<file path="src/rtl/mpc_vec_bank_resp_pkg.sv">
// Shared constants and types for the vector bank responder.
// One 24-entry Q16.16 vector, a three-state load/unload FSM and sticky error bits.
package mpc_pkg;

    localparam int MPC_VEC_DEPTH = 24;
    localparam int MPC_AW        = 5;
    localparam int MPC_DW        = 32;

    // Index of the final vector entry; also the point where streams end.
    localparam logic [MPC_AW-1:0] MPC_LAST_IDX = 5'd23;

    // Bit positions inside the sticky error vector.
    localparam int MPC_ERR_W     = 3;
    localparam int MPC_ERR_BUSY  = 0;
    localparam int MPC_ERR_ADDR  = 1;
    localparam int MPC_ERR_TLAST = 2;

    typedef enum logic [1:0] {
        ST_IDLE   = 2'd0,
        ST_LOAD   = 2'd1,
        ST_UNLOAD = 2'd2
    } mpc_state_e;

    // True when an address falls inside the vector.
    function automatic logic mpc_addr_ok(input logic [MPC_AW-1:0] addr);
        return (addr <= MPC_LAST_IDX);
    endfunction

endpackage

</file>
<file path="src/rtl/mpc_vec_ram_1r1w.sv">
// DEPTH x DW storage with one registered read port and one write port.
// Read-first: a read and a write to the same entry on one edge return the old word.
// Contents are never reset; only the read register is.
module mpc_vec_ram_1r1w
    import mpc_pkg::*;
#(
    parameter int DEPTH = MPC_VEC_DEPTH,
    parameter int AW    = MPC_AW,
    parameter int DW    = MPC_DW
) (
    input  logic          clk,
    input  logic          rst,
    input  logic          re,
    input  logic [AW-1:0] raddr,
    output logic [DW-1:0] q,
    input  logic          we,
    input  logic [AW-1:0] waddr,
    input  logic [DW-1:0] wdata
);

    logic [DW-1:0] mem_r [DEPTH];
    logic [DW-1:0] q_r;

    // Array write; the caller guarantees waddr is in range whenever we is high.
    always_ff @(posedge clk) begin
        if (we) begin
            mem_r[waddr] <= wdata;
        end
    end

    // Registered read; holds its value when no read is requested.
    always_ff @(posedge clk) begin
        if (rst) begin
            q_r <= {DW{1'b0}};
        end else if (re) begin
            q_r <= mem_r[raddr];
        end else begin
            q_r <= q_r;
        end
    end

    assign q = q_r;

endmodule

</file>
<file path="src/rtl/mpc_vec_bank_resp.sv">
// Memory-side responder for the vector kernels.
// In IDLE the kernel owns both RAM ports; LOAD hands the write port to the
// AXI-Stream loader and UNLOAD hands the read port to the stream unloader.
// Data is stored and returned bit-exact; no arithmetic happens here.
module mpc_vec_bank_resp
    import mpc_pkg::*;
(
    input  logic                 ap_clk,
    input  logic                 ap_rst,
    input  logic [MPC_AW-1:0]    rd_address0,
    input  logic                 rd_ce0,
    output logic [MPC_DW-1:0]    rd_q0,
    input  logic [MPC_AW-1:0]    wr_address0,
    input  logic                 wr_ce0,
    input  logic                 wr_we0,
    input  logic [MPC_DW-1:0]    wr_d0,
    input  logic                 load_start,
    input  logic                 unload_start,
    input  logic                 s_tvalid,
    output logic                 s_tready,
    input  logic [MPC_DW-1:0]    s_tdata,
    input  logic                 s_tlast,
    output logic                 m_tvalid,
    input  logic                 m_tready,
    output logic [MPC_DW-1:0]    m_tdata,
    output logic                 m_tlast,
    output logic                 busy,
    output logic [MPC_ERR_W-1:0] err,
    input  logic                 err_clr
);

    mpc_state_e          state_r;
    logic [MPC_AW-1:0]   cnt_r;
    logic                s_tready_r;
    logic                m_tvalid_r;
    logic                m_tlast_r;
    logic                busy_r;
    logic [MPC_ERR_W-1:0] err_r;
    logic [MPC_DW-1:0]   kq_hold_r;
    logic                kq_show_ram_r;

    logic                load_hs_s;
    logic                load_end_s;
    logic                unload_hs_s;
    logic                unload_end_s;
    logic                cnt_last_s;
    logic                k_wr_s;
    logic                rd_addr_ok_s;
    logic                wr_addr_ok_s;
    logic                k_rd_ok_s;
    logic                k_wr_ok_s;
    logic [MPC_ERR_W-1:0] new_err_s;
    logic [MPC_AW-1:0]   cnt_next_s;

    logic                ram_re_s;
    logic [MPC_AW-1:0]   ram_raddr_s;
    logic [MPC_DW-1:0]   ram_q_s;
    logic                ram_we_s;
    logic [MPC_AW-1:0]   ram_waddr_s;
    logic [MPC_DW-1:0]   ram_wdata_s;
    logic [MPC_DW-1:0]   rd_q0_s;

    // Handshake, address and kernel-access qualification.
    always_comb begin
        cnt_last_s   = (cnt_r == MPC_LAST_IDX);
        cnt_next_s   = cnt_r + 5'd1;
        load_hs_s    = s_tready_r & s_tvalid;
        load_end_s   = load_hs_s & (s_tlast | cnt_last_s);
        unload_hs_s  = m_tvalid_r & m_tready;
        unload_end_s = unload_hs_s & cnt_last_s;
        k_wr_s       = wr_ce0 & wr_we0;
        rd_addr_ok_s = mpc_addr_ok(rd_address0);
        wr_addr_ok_s = mpc_addr_ok(wr_address0);
        k_rd_ok_s    = rd_ce0 & ~busy_r & rd_addr_ok_s;
        k_wr_ok_s    = k_wr_s & ~busy_r & wr_addr_ok_s;
    end

    // New error events this cycle; a tlast mismatch is tlast disagreeing with the final index.
    always_comb begin
        new_err_s                = {MPC_ERR_W{1'b0}};
        new_err_s[MPC_ERR_BUSY]  = busy_r & (rd_ce0 | k_wr_s);
        new_err_s[MPC_ERR_ADDR]  = (rd_ce0 & ~rd_addr_ok_s) | (k_wr_s & ~wr_addr_ok_s);
        new_err_s[MPC_ERR_TLAST] = load_hs_s & (s_tlast ^ cnt_last_s);
    end

    // RAM port steering by state; nothing touches the array on a reset edge.
    always_comb begin
        ram_re_s    = 1'b0;
        ram_raddr_s = {MPC_AW{1'b0}};
        ram_we_s    = 1'b0;
        ram_waddr_s = {MPC_AW{1'b0}};
        ram_wdata_s = {MPC_DW{1'b0}};
        if (ap_rst) begin
            ram_re_s = 1'b0;
            ram_we_s = 1'b0;
        end else begin
            case (state_r)
                ST_IDLE: begin
                    ram_re_s    = k_rd_ok_s;
                    ram_raddr_s = rd_address0;
                    ram_we_s    = k_wr_ok_s;
                    ram_waddr_s = wr_address0;
                    ram_wdata_s = wr_d0;
                end
                ST_LOAD: begin
                    ram_we_s    = load_hs_s;
                    ram_waddr_s = cnt_r;
                    ram_wdata_s = s_tdata;
                end
                ST_UNLOAD: begin
                    // First fetch right after entry, then prefetch on each non-final handshake.
                    ram_re_s    = ~m_tvalid_r | (unload_hs_s & ~cnt_last_s);
                    ram_raddr_s = unload_hs_s ? cnt_next_s : cnt_r;
                end
                default: begin
                    ram_re_s = 1'b0;
                    ram_we_s = 1'b0;
                end
            endcase
        end
    end

    mpc_vec_ram_1r1w #(
        .DEPTH (MPC_VEC_DEPTH),
        .AW    (MPC_AW),
        .DW    (MPC_DW)
    ) u_ram (
        .clk   (ap_clk),
        .rst   (ap_rst),
        .re    (ram_re_s),
        .raddr (ram_raddr_s),
        .q     (ram_q_s),
        .we    (ram_we_s),
        .waddr (ram_waddr_s),
        .wdata (ram_wdata_s)
    );

    // Load/unload sequencer with registered stream controls and busy.
    always_ff @(posedge ap_clk) begin
        if (ap_rst) begin
            state_r    <= ST_IDLE;
            cnt_r      <= {MPC_AW{1'b0}};
            s_tready_r <= 1'b0;
            m_tvalid_r <= 1'b0;
            m_tlast_r  <= 1'b0;
            busy_r     <= 1'b0;
        end else begin
            case (state_r)
                ST_IDLE: begin
                    if (load_start) begin
                        state_r    <= ST_LOAD;
                        cnt_r      <= {MPC_AW{1'b0}};
                        s_tready_r <= 1'b1;
                        busy_r     <= 1'b1;
                    end else if (unload_start) begin
                        state_r    <= ST_UNLOAD;
                        cnt_r      <= {MPC_AW{1'b0}};
                        m_tvalid_r <= 1'b0;
                        m_tlast_r  <= 1'b0;
                        busy_r     <= 1'b1;
                    end else begin
                        state_r <= ST_IDLE;
                    end
                end
                ST_LOAD: begin
                    if (load_end_s) begin
                        state_r    <= ST_IDLE;
                        cnt_r      <= {MPC_AW{1'b0}};
                        s_tready_r <= 1'b0;
                        busy_r     <= 1'b0;
                    end else if (load_hs_s) begin
                        cnt_r <= cnt_next_s;
                    end else begin
                        cnt_r <= cnt_r;
                    end
                end
                ST_UNLOAD: begin
                    if (!m_tvalid_r) begin
                        m_tvalid_r <= 1'b1;
                        m_tlast_r  <= cnt_last_s;
                    end else if (unload_end_s) begin
                        state_r    <= ST_IDLE;
                        cnt_r      <= {MPC_AW{1'b0}};
                        m_tvalid_r <= 1'b0;
                        m_tlast_r  <= 1'b0;
                        busy_r     <= 1'b0;
                    end else if (unload_hs_s) begin
                        cnt_r     <= cnt_next_s;
                        m_tlast_r <= (cnt_next_s == MPC_LAST_IDX);
                    end else begin
                        cnt_r <= cnt_r;
                    end
                end
                default: begin
                    state_r    <= ST_IDLE;
                    cnt_r      <= {MPC_AW{1'b0}};
                    s_tready_r <= 1'b0;
                    m_tvalid_r <= 1'b0;
                    m_tlast_r  <= 1'b0;
                    busy_r     <= 1'b0;
                end
            endcase
        end
    end

    // Sticky errors: clear first, then OR in this cycle's events so a new error wins.
    always_ff @(posedge ap_clk) begin
        if (ap_rst) begin
            err_r <= {MPC_ERR_W{1'b0}};
        end else begin
            err_r <= (err_clr ? {MPC_ERR_W{1'b0}} : err_r) | new_err_s;
        end
    end

    // Kernel read view: show the RAM word after a good read, otherwise a frozen copy.
    // Freezing on idle cycles keeps rd_q0 stable even when the unloader reuses the read port.
    always_ff @(posedge ap_clk) begin
        if (ap_rst) begin
            kq_hold_r     <= {MPC_DW{1'b0}};
            kq_show_ram_r <= 1'b0;
        end else if (rd_ce0) begin
            if (k_rd_ok_s) begin
                kq_hold_r     <= kq_hold_r;
                kq_show_ram_r <= 1'b1;
            end else begin
                kq_hold_r     <= {MPC_DW{1'b0}};
                kq_show_ram_r <= 1'b0;
            end
        end else begin
            kq_hold_r     <= rd_q0_s;
            kq_show_ram_r <= 1'b0;
        end
    end

    assign rd_q0_s  = kq_show_ram_r ? ram_q_s : kq_hold_r;
    assign rd_q0    = rd_q0_s;
    assign s_tready = s_tready_r;
    assign m_tvalid = m_tvalid_r;
    assign m_tdata  = m_tvalid_r ? ram_q_s : {MPC_DW{1'b0}};
    assign m_tlast  = m_tlast_r;
    assign busy     = busy_r;
    assign err      = err_r;

endmodule

</file>
<file path="config.mk">
export PLATFORM = sky130hd
export DESIGN_NAME = mpc_vec_bank_resp
export DESIGN_NICKNAME = d
export VERILOG_FILES = /design/src/rtl/mpc_vec_bank_resp_pkg.sv /design/src/rtl/mpc_vec_ram_1r1w.sv /design/src/rtl/mpc_vec_bank_resp.sv
export SDC_FILE = /design/constraint.sdc
export NUM_CORES = 1
export LEC_CHECK = 0
export CAP_MARGIN = 20
export CORE_ASPECT_RATIO = 1.25
export CORE_MARGIN = 2
export CORE_UTILIZATION = 35
export DETAILED_ROUTE_END_ITERATION = 10
export DONT_BUFFER_PORTS = 1
export PLACE_DENSITY_LB_ADDON = 0.12
export SYNTH_ARGS = -nofsm -noshare
export SYNTH_HDL_FRONTEND = slang
export SYNTH_SLANG_ARGS = --single-unit
</file>
<file path="constraint.sdc">
create_clock -name ap_clk -period 6.17 [get_ports ap_clk]
set_input_delay 0.3085 -clock ap_clk [delete_from_list [all_inputs] [get_ports ap_clk]]
set_output_delay 0.3085 -clock ap_clk [all_outputs]
set_load 0.03 [all_outputs]
</file>
-- Yosys cells after proc, flatten, opt, wreduce, memory -nomap -nowiden
Memories as Yosys holds them, arrays and structs flattened. A register that Yosys moved wholly into a read port is not among the register bits.
Index checks and enable logic that the tools add are counted.
- input bits: 85
- memories: 1
- output and inout port bits: 71
- flip-flop bits (word level): 47
- memory bits (writable): 768
- memories (memory ; depth ; bits a word ; read ports ; clocked after memory_dff ; wr ports ; RTL line ; source):
    u_ram.mem_r ; 24 ; 32 ; 1 ; 1 ; 1 ; mpc_vec_ram_1r1w.sv:21 ; logic [DW-1:0] mem_r [DEPTH];
- reductions and logical operators: 8
- bitwise operators: 28
- magnitude comparators: 2
- equal/unequal tests: 14
- $add $sub $neg: 1
- mux-type cells: 49
- operators with widths (kind ; number):
    2-to-1 mux 32 bit ; 5
    one-hot mux 32 bit (2 select lines) ; 1
    2-to-1 mux 5 bit ; 9
    one-hot mux 5 bit (2 select lines) ; 2
    2-to-1 mux 1 bit ; 18
    one-hot mux 5 bit (3 select lines) ; 1
    bitwise AND 1 bit ; 14
    inequality test 2 bit, second input constant ; 7
    one-hot mux 1 bit (3 select lines) ; 4
    AND reduction 3 bit ; 4
    == test 5 bit, second input constant ; 2
    less-or-equal comparator 5 bit, second input constant ; 2
    2-to-1 mux 2 bit ; 5
    NOT 1 bit ; 8
    AND reduction 4 bit ; 2
    inequality test 3 bit, second input constant ; 2
    one-hot mux 2 bit (3 select lines) ; 1
    adder 5 x 1 -> 5 bit, second input constant ; 1
    inequality test 4 bit, second input constant ; 1
    OR 1 bit ; 4
    one-hot mux 1 bit (2 select lines) ; 2
    2-to-1 mux 3 bit ; 1
    OR 3 bit ; 1
    == test 2 x 1 -> 1 bit, second input constant ; 1
    other kinds (4) ; 4

-- Logic depth before layout (Yosys ltp)
- depth in word-level cells: 7
- gate-level depth with buffers: 13
- mapped depth without buffers: 9

-- Hierarchy
Synthesis repeated with hierarchy kept, for this count alone.
- cell total of the unflattened synthesis: 2045
- area, all modules: 33998.9 um^2
- by module, submodules not included (module ; area an instance (um^2) ; cells each ; times used ; seq. area each (um^2)):
    mpc_vec_ram_1r1w ; 30857.1 ; 1663 ; 1 ; 23702.7
    mpc_vec_bank_resp ; 3141.8 ; 382 ; 1 ; 940.9

-- Worst setup path after synthesis
No wires, ideal clock.
- kind: reg-to-reg
- start: reg state_r[0]
- end: mem u_ram.mem_r[0][0] (netlist bit), enable pin
- cell stages (with the launch flop): 9
- path slack: 2.800 ns
- arrival time: 2.949 ns
- buffers on the path: 3
- required time: 5.749 ns
- setup time: 0.421 ns
- path through: dfxtp_1 inv_1 ha_1 clkbuf_1 clkbuf_1 clkbuf_1 a22oi_1 nand3_1 nor2_1
- word-level cells in the longest chain between the ends: 5
- elaborated cells between the ends (all ways): 8
- those cells by class: eq/ne: 1; mux: 6; reduce/logical: 1
- RTL lines (element ; RTL line ; source):
    start, declared ; mpc_vec_bank_resp.sv:32 ; mpc_state_e state_r;
    start signal, assigned ; mpc_vec_bank_resp.sv:141 ; state_r <= ST_IDLE;
    start signal, assigned ; mpc_vec_bank_resp.sv:151 ; state_r <= ST_LOAD;
    start signal, assigned ; mpc_vec_bank_resp.sv:156 ; state_r <= ST_UNLOAD;
    == test 2 x 1 -> 1 bit / zero test 2 bit (equally long branches) ; mpc_vec_bank_resp.sv:97 ; case (state_r)
    one-hot mux 1 bit (2 select lines) ; mpc_vec_bank_resp.sv:97 ;
    2-to-1 mux 1 bit ; mpc_vec_bank_resp.sv:93 ; if (ap_rst) begin
    2-to-1 mux 1 bit ; mpc_vec_ram_1r1w.sv:26 ; if (we) begin
    2-to-1 mux 1 bit (not written as such) ; mpc_vec_ram_1r1w.sv:27 ; mem_r[waddr] <= wdata;
    end, declared ; mpc_vec_ram_1r1w.sv:21 ;
Several ways; a longest one is shown, not always the timed one.

-- Worst setup path in the final report
- start: reg state_r[0]
- end: reg u_ram.q_r[9], in the netlist u_ram.q[9], read port of u_ram.mem_r
- word-level cells in the longest chain between the ends: 3
- elaborated cells between the ends (all ways): 6
- those cells by class: eq/ne: 1; mux: 4; reduce/logical: 1
- RTL lines (element ; RTL line ; source):
    == test 2 bit / zero test 2 bit (equally long branches) ; mpc_vec_bank_resp.sv:97 ;
    one-hot mux 5 bit (2 select lines) / one-hot mux 1 bit (2 select lines) (equally long branches) ; mpc_vec_bank_resp.sv:97 ;
    2-to-1 mux 5 bit / 2-to-1 mux 1 bit (equally long branches) ; mpc_vec_bank_resp.sv:93 ;
    end, declared ; mpc_vec_ram_1r1w.sv:22 ; logic [DW-1:0] q_r;
Several ways; a longest one is shown, not always the timed one.
A chain may end at the register's enable or synchronous reset.

==> reports/results.txt <==
crit path launch type: register
Max Fclk: 0.228 GHz
area fraction in compound gates after synthesis: 0.132
Detailed Route Iter0 Violations: 1697
synthesis-to-layout area growth: 14.6%
GRT Util Overall: 0.197
Rows: 127
Final Wtd Congestion: 0.830
commonest cells in the netlist: edfxtp_1 (768), mux2i_1 (159), a211oi_1 (126), o2bb2ai_1 (125), nand2_1 (107)
CTS tree: done
Synth area leader: edfxtp_1
Leak: 0.0129 uW
vias in the first global route: 19800
EDFF count, synth: 768
status: complete, no violations
Tmin final: 4400 ps
syn avg cell area: 15.5 um2
VDD IR max: 196 uV
H-Tree Depth: 3
layout cells sized above 1: 0.135
WP data arrival: 4980 ps
beginning of the worst register-to-register path: state_r[0]
Vias: 20000
clock skew: 17.5 ps
final cycle utilization of the critical path: 0.712
Hold EP: kq_hold_r[28]
Post-Synth XOR/XNOR Area: 0.000778
core region area: 95800 um2
Critical R2R Capture: u_ram.q[9]
Worst-path clk slew: 60 ps
Worst-Skew Late Latency: 640 ps
Synth async-reset ratio: 0
Post-Syn Nets: 2272
Top Ports: 156
Design Power: 12700 uW
slew margin rel.: 0.290
CP endpoint kind: register
CTS Buf Count: 84
root buffer cell: clkbuf_16
synthesized area: 33800 um2
R2R cell count: 11
die span in y: 351 um
synthesized instance count: 2181
largest net degree at the start of global routing: 80
NumNets Final: 2312
top-area cell type share of the netlist area: 0.683
Residual DRC: 0
diode count: 0
most common cell in the netlist: edfxtp_1
clock sink count: 847
# fillers: 8682
Cells after DPL: 3410
Distinct cells, synth: 58
initial antenna violation count: 1
sequential cell area: 24600 um2
Die W: 282 um
Req. time, crit path: 6750 ps
pwr dens: 328 nW/um2
post-synthesis mux area share: 0.0582
Port Buffers: 0
Max-Cap Viols: 0
Final Non-Filler Cells: 3579
Final setup viols: 0
global-route wire length before repair: 142 mm
starting density of the core: 0.353
synth warn: 0
final hold viol count: 0
ys flop type: edfxtp_1
Post-CTS Setup Inserts: 0
Die ar.: 99000 um2
actual slew at the worst max-slew pin: 1060 ps
reg2reg setup slack: 1770 ps
WHS: 62.1 ps
Sum Neg Setup Slack: 0 ps
final core occ: 0.404
worst hold path cell count: 2
First-pass DRT Iterations: 6
Post-Synth Simple-Gate Area: 0.0533
FF+latch count, synth: 847
CTS max path bufs: 3
total congestion overflow: 0
Final Max Slew Viols: 0
Setup CP Type: register to register
RSZ-0062 raised after global routing: no
adder-cell share of the synthesized area: 0.00222
sequential-to-total area share from yosys stat: 0.730
WL final: 98.7 mm
area of the multi-input gates: 8620 um2
worst hold start: ap_rst
Area contributors post-synth: edfxtp_1 (68%), mux2i_1 (4.7%), dfxtp_1 (4.7%)
Min-Delay Path Class: input port to register
DRT antenna net count: 0
largest family of logic cells by synthesized area: compound AO/OA/AOI/OAI gates
routed length per instance: 27.6 um
DP HPWL: 57.6 mm
Vias/cell: 5.58
crit path max fanout: 61
==> sequential cells by signal, summed over array words and instances, names as in the netlist <==
register / cells
m_tlast: 1
state_r: 2
u_ram.q: 32
m_tvalid: 1
cnt_r: 5
busy: 1
s_tready: 1
kq_hold_r: 32
err: 3
kq_show_ram_r: 1
u_ram.mem_r: 768
==> worst max-delay path, stage by stage, from the launching register on <==
cell and delay (ps):
dfxtp_1 320, inv_1 80, ha_1 730, nand4b_1 300, o211ai_1 220, buf_4 500, buf_4 710, nand2_1 110
nand3_1 110, o31ai_1 100, a211oi_1 790, a221o_1 240
==> layout by cell type, fill, tap and decap left out, types with 4 or more instances in the layout <==
master and count:
edfxtp_1 768, mux2i_1 159, a211oi_1 126, o2bb2ai_1 125
nand2_1 106, buf_4 94, clkbuf_16 87, nand3_1 79
dfxtp_1 78, o21ai_0 71, nor2_1 70, a221o_1 62
a22oi_1 37, and2_1 35, a22o_1 34, mux2_2 32
a21o_1 32, o31ai_1 31, nor4_1 31, a21oi_1 27
nor2_4 24, clkbuf_1 20, clkinv_2 15, dlygate4sd3_1 13
clkinv_1 11, buf_12 10, inv_1 8, bufinv_16 8
nor2b_1 5, o211ai_1 5, nand2b_1 5, clkinvlp_4 5
nor2_2 4, nand4_1 4, and3_1 4, ha_1 4
clkbuf_8 4
==> how the worst max path moves through the flow <==
stage	cells past startpoint	start	end
after floorplan	8	state_r[0]	u_ram.mem_r[0][0]
after global placement	11	state_r[0]	u_ram.q[9]
after detailed placement	11	state_r[0]	u_ram.q[9]
after CTS	11	state_r[0]	u_ram.q[9]
after global routing	11	state_r[0]	u_ram.q[9]
final	11	state_r[0]	u_ram.q[9]
==> power breakdown <==
| part | leakage, uW | switching [uW] | internal [uW] |
|---|---|---|---|
| Combinational | 0.00392 | 768 | 325 |
| Sequential | 0.00765 | 62.8 | 6370 |
| Clock | 0.00134 | 2200 | 2970 |
| Total | 0.0129 | 3030 | 9670 |
==> per-stage QoR <==
stage	area [um2]	setup slack, ps
3_5_place_dp	35800	1910
5_1_grt	38700	1580
3_3_place_gp	35700	1920
6_report	38700	1770
2_1_floorplan	33800	2800
4_1_cts	38700	1870
==> area by class of cell <==
cell class / count / area share
clock inverter: 43 / 0.0115
tap: 1290 / 0.0417
sequential: 847 / 0.637
multi-input combinational: 1161 / 0.223
inverter: 8 / 0.000776
timing repair buffer: 119 / 0.0273
clock buffer: 111 / 0.0596
==> kinds of logic (layout without fill, tap and decap cells) <==
| logic type | count (synthesis) | after routing |
|---|---|---|
| AO/OA/AOI/OAI | 577 | 577 |
| buffers and inverters | 173 | 281 |
| adder cells (fa/ha/maj) | 6 | 6 |
| multiplexers | 192 | 192 |
| flip-flops | 847 | 847 |
| XOR/XNOR | 3 | 3 |
| AND/OR/NAND/NOR | 383 | 383 |
==> per-layer routing <==
| metal | global-route usage | share of wire |
|---|---|---|
| met5 | 0 | 0 |
| met2 | 0.330 | 0.49 |
| met3 | 0.0268 | 0.051 |
| met4 | 0.0465 | 0.017 |
| met1 | 0.269 | 0.45 |
==> timing repair <==
action / CTS / global route
setup endpoints to repair: 0 / 0
hold endpoints to repair: 17 / 1
hold buffers: 12 / 1
resized for setup: 0 / 0
No activity file was read; power rests on OpenSTA's default activity.
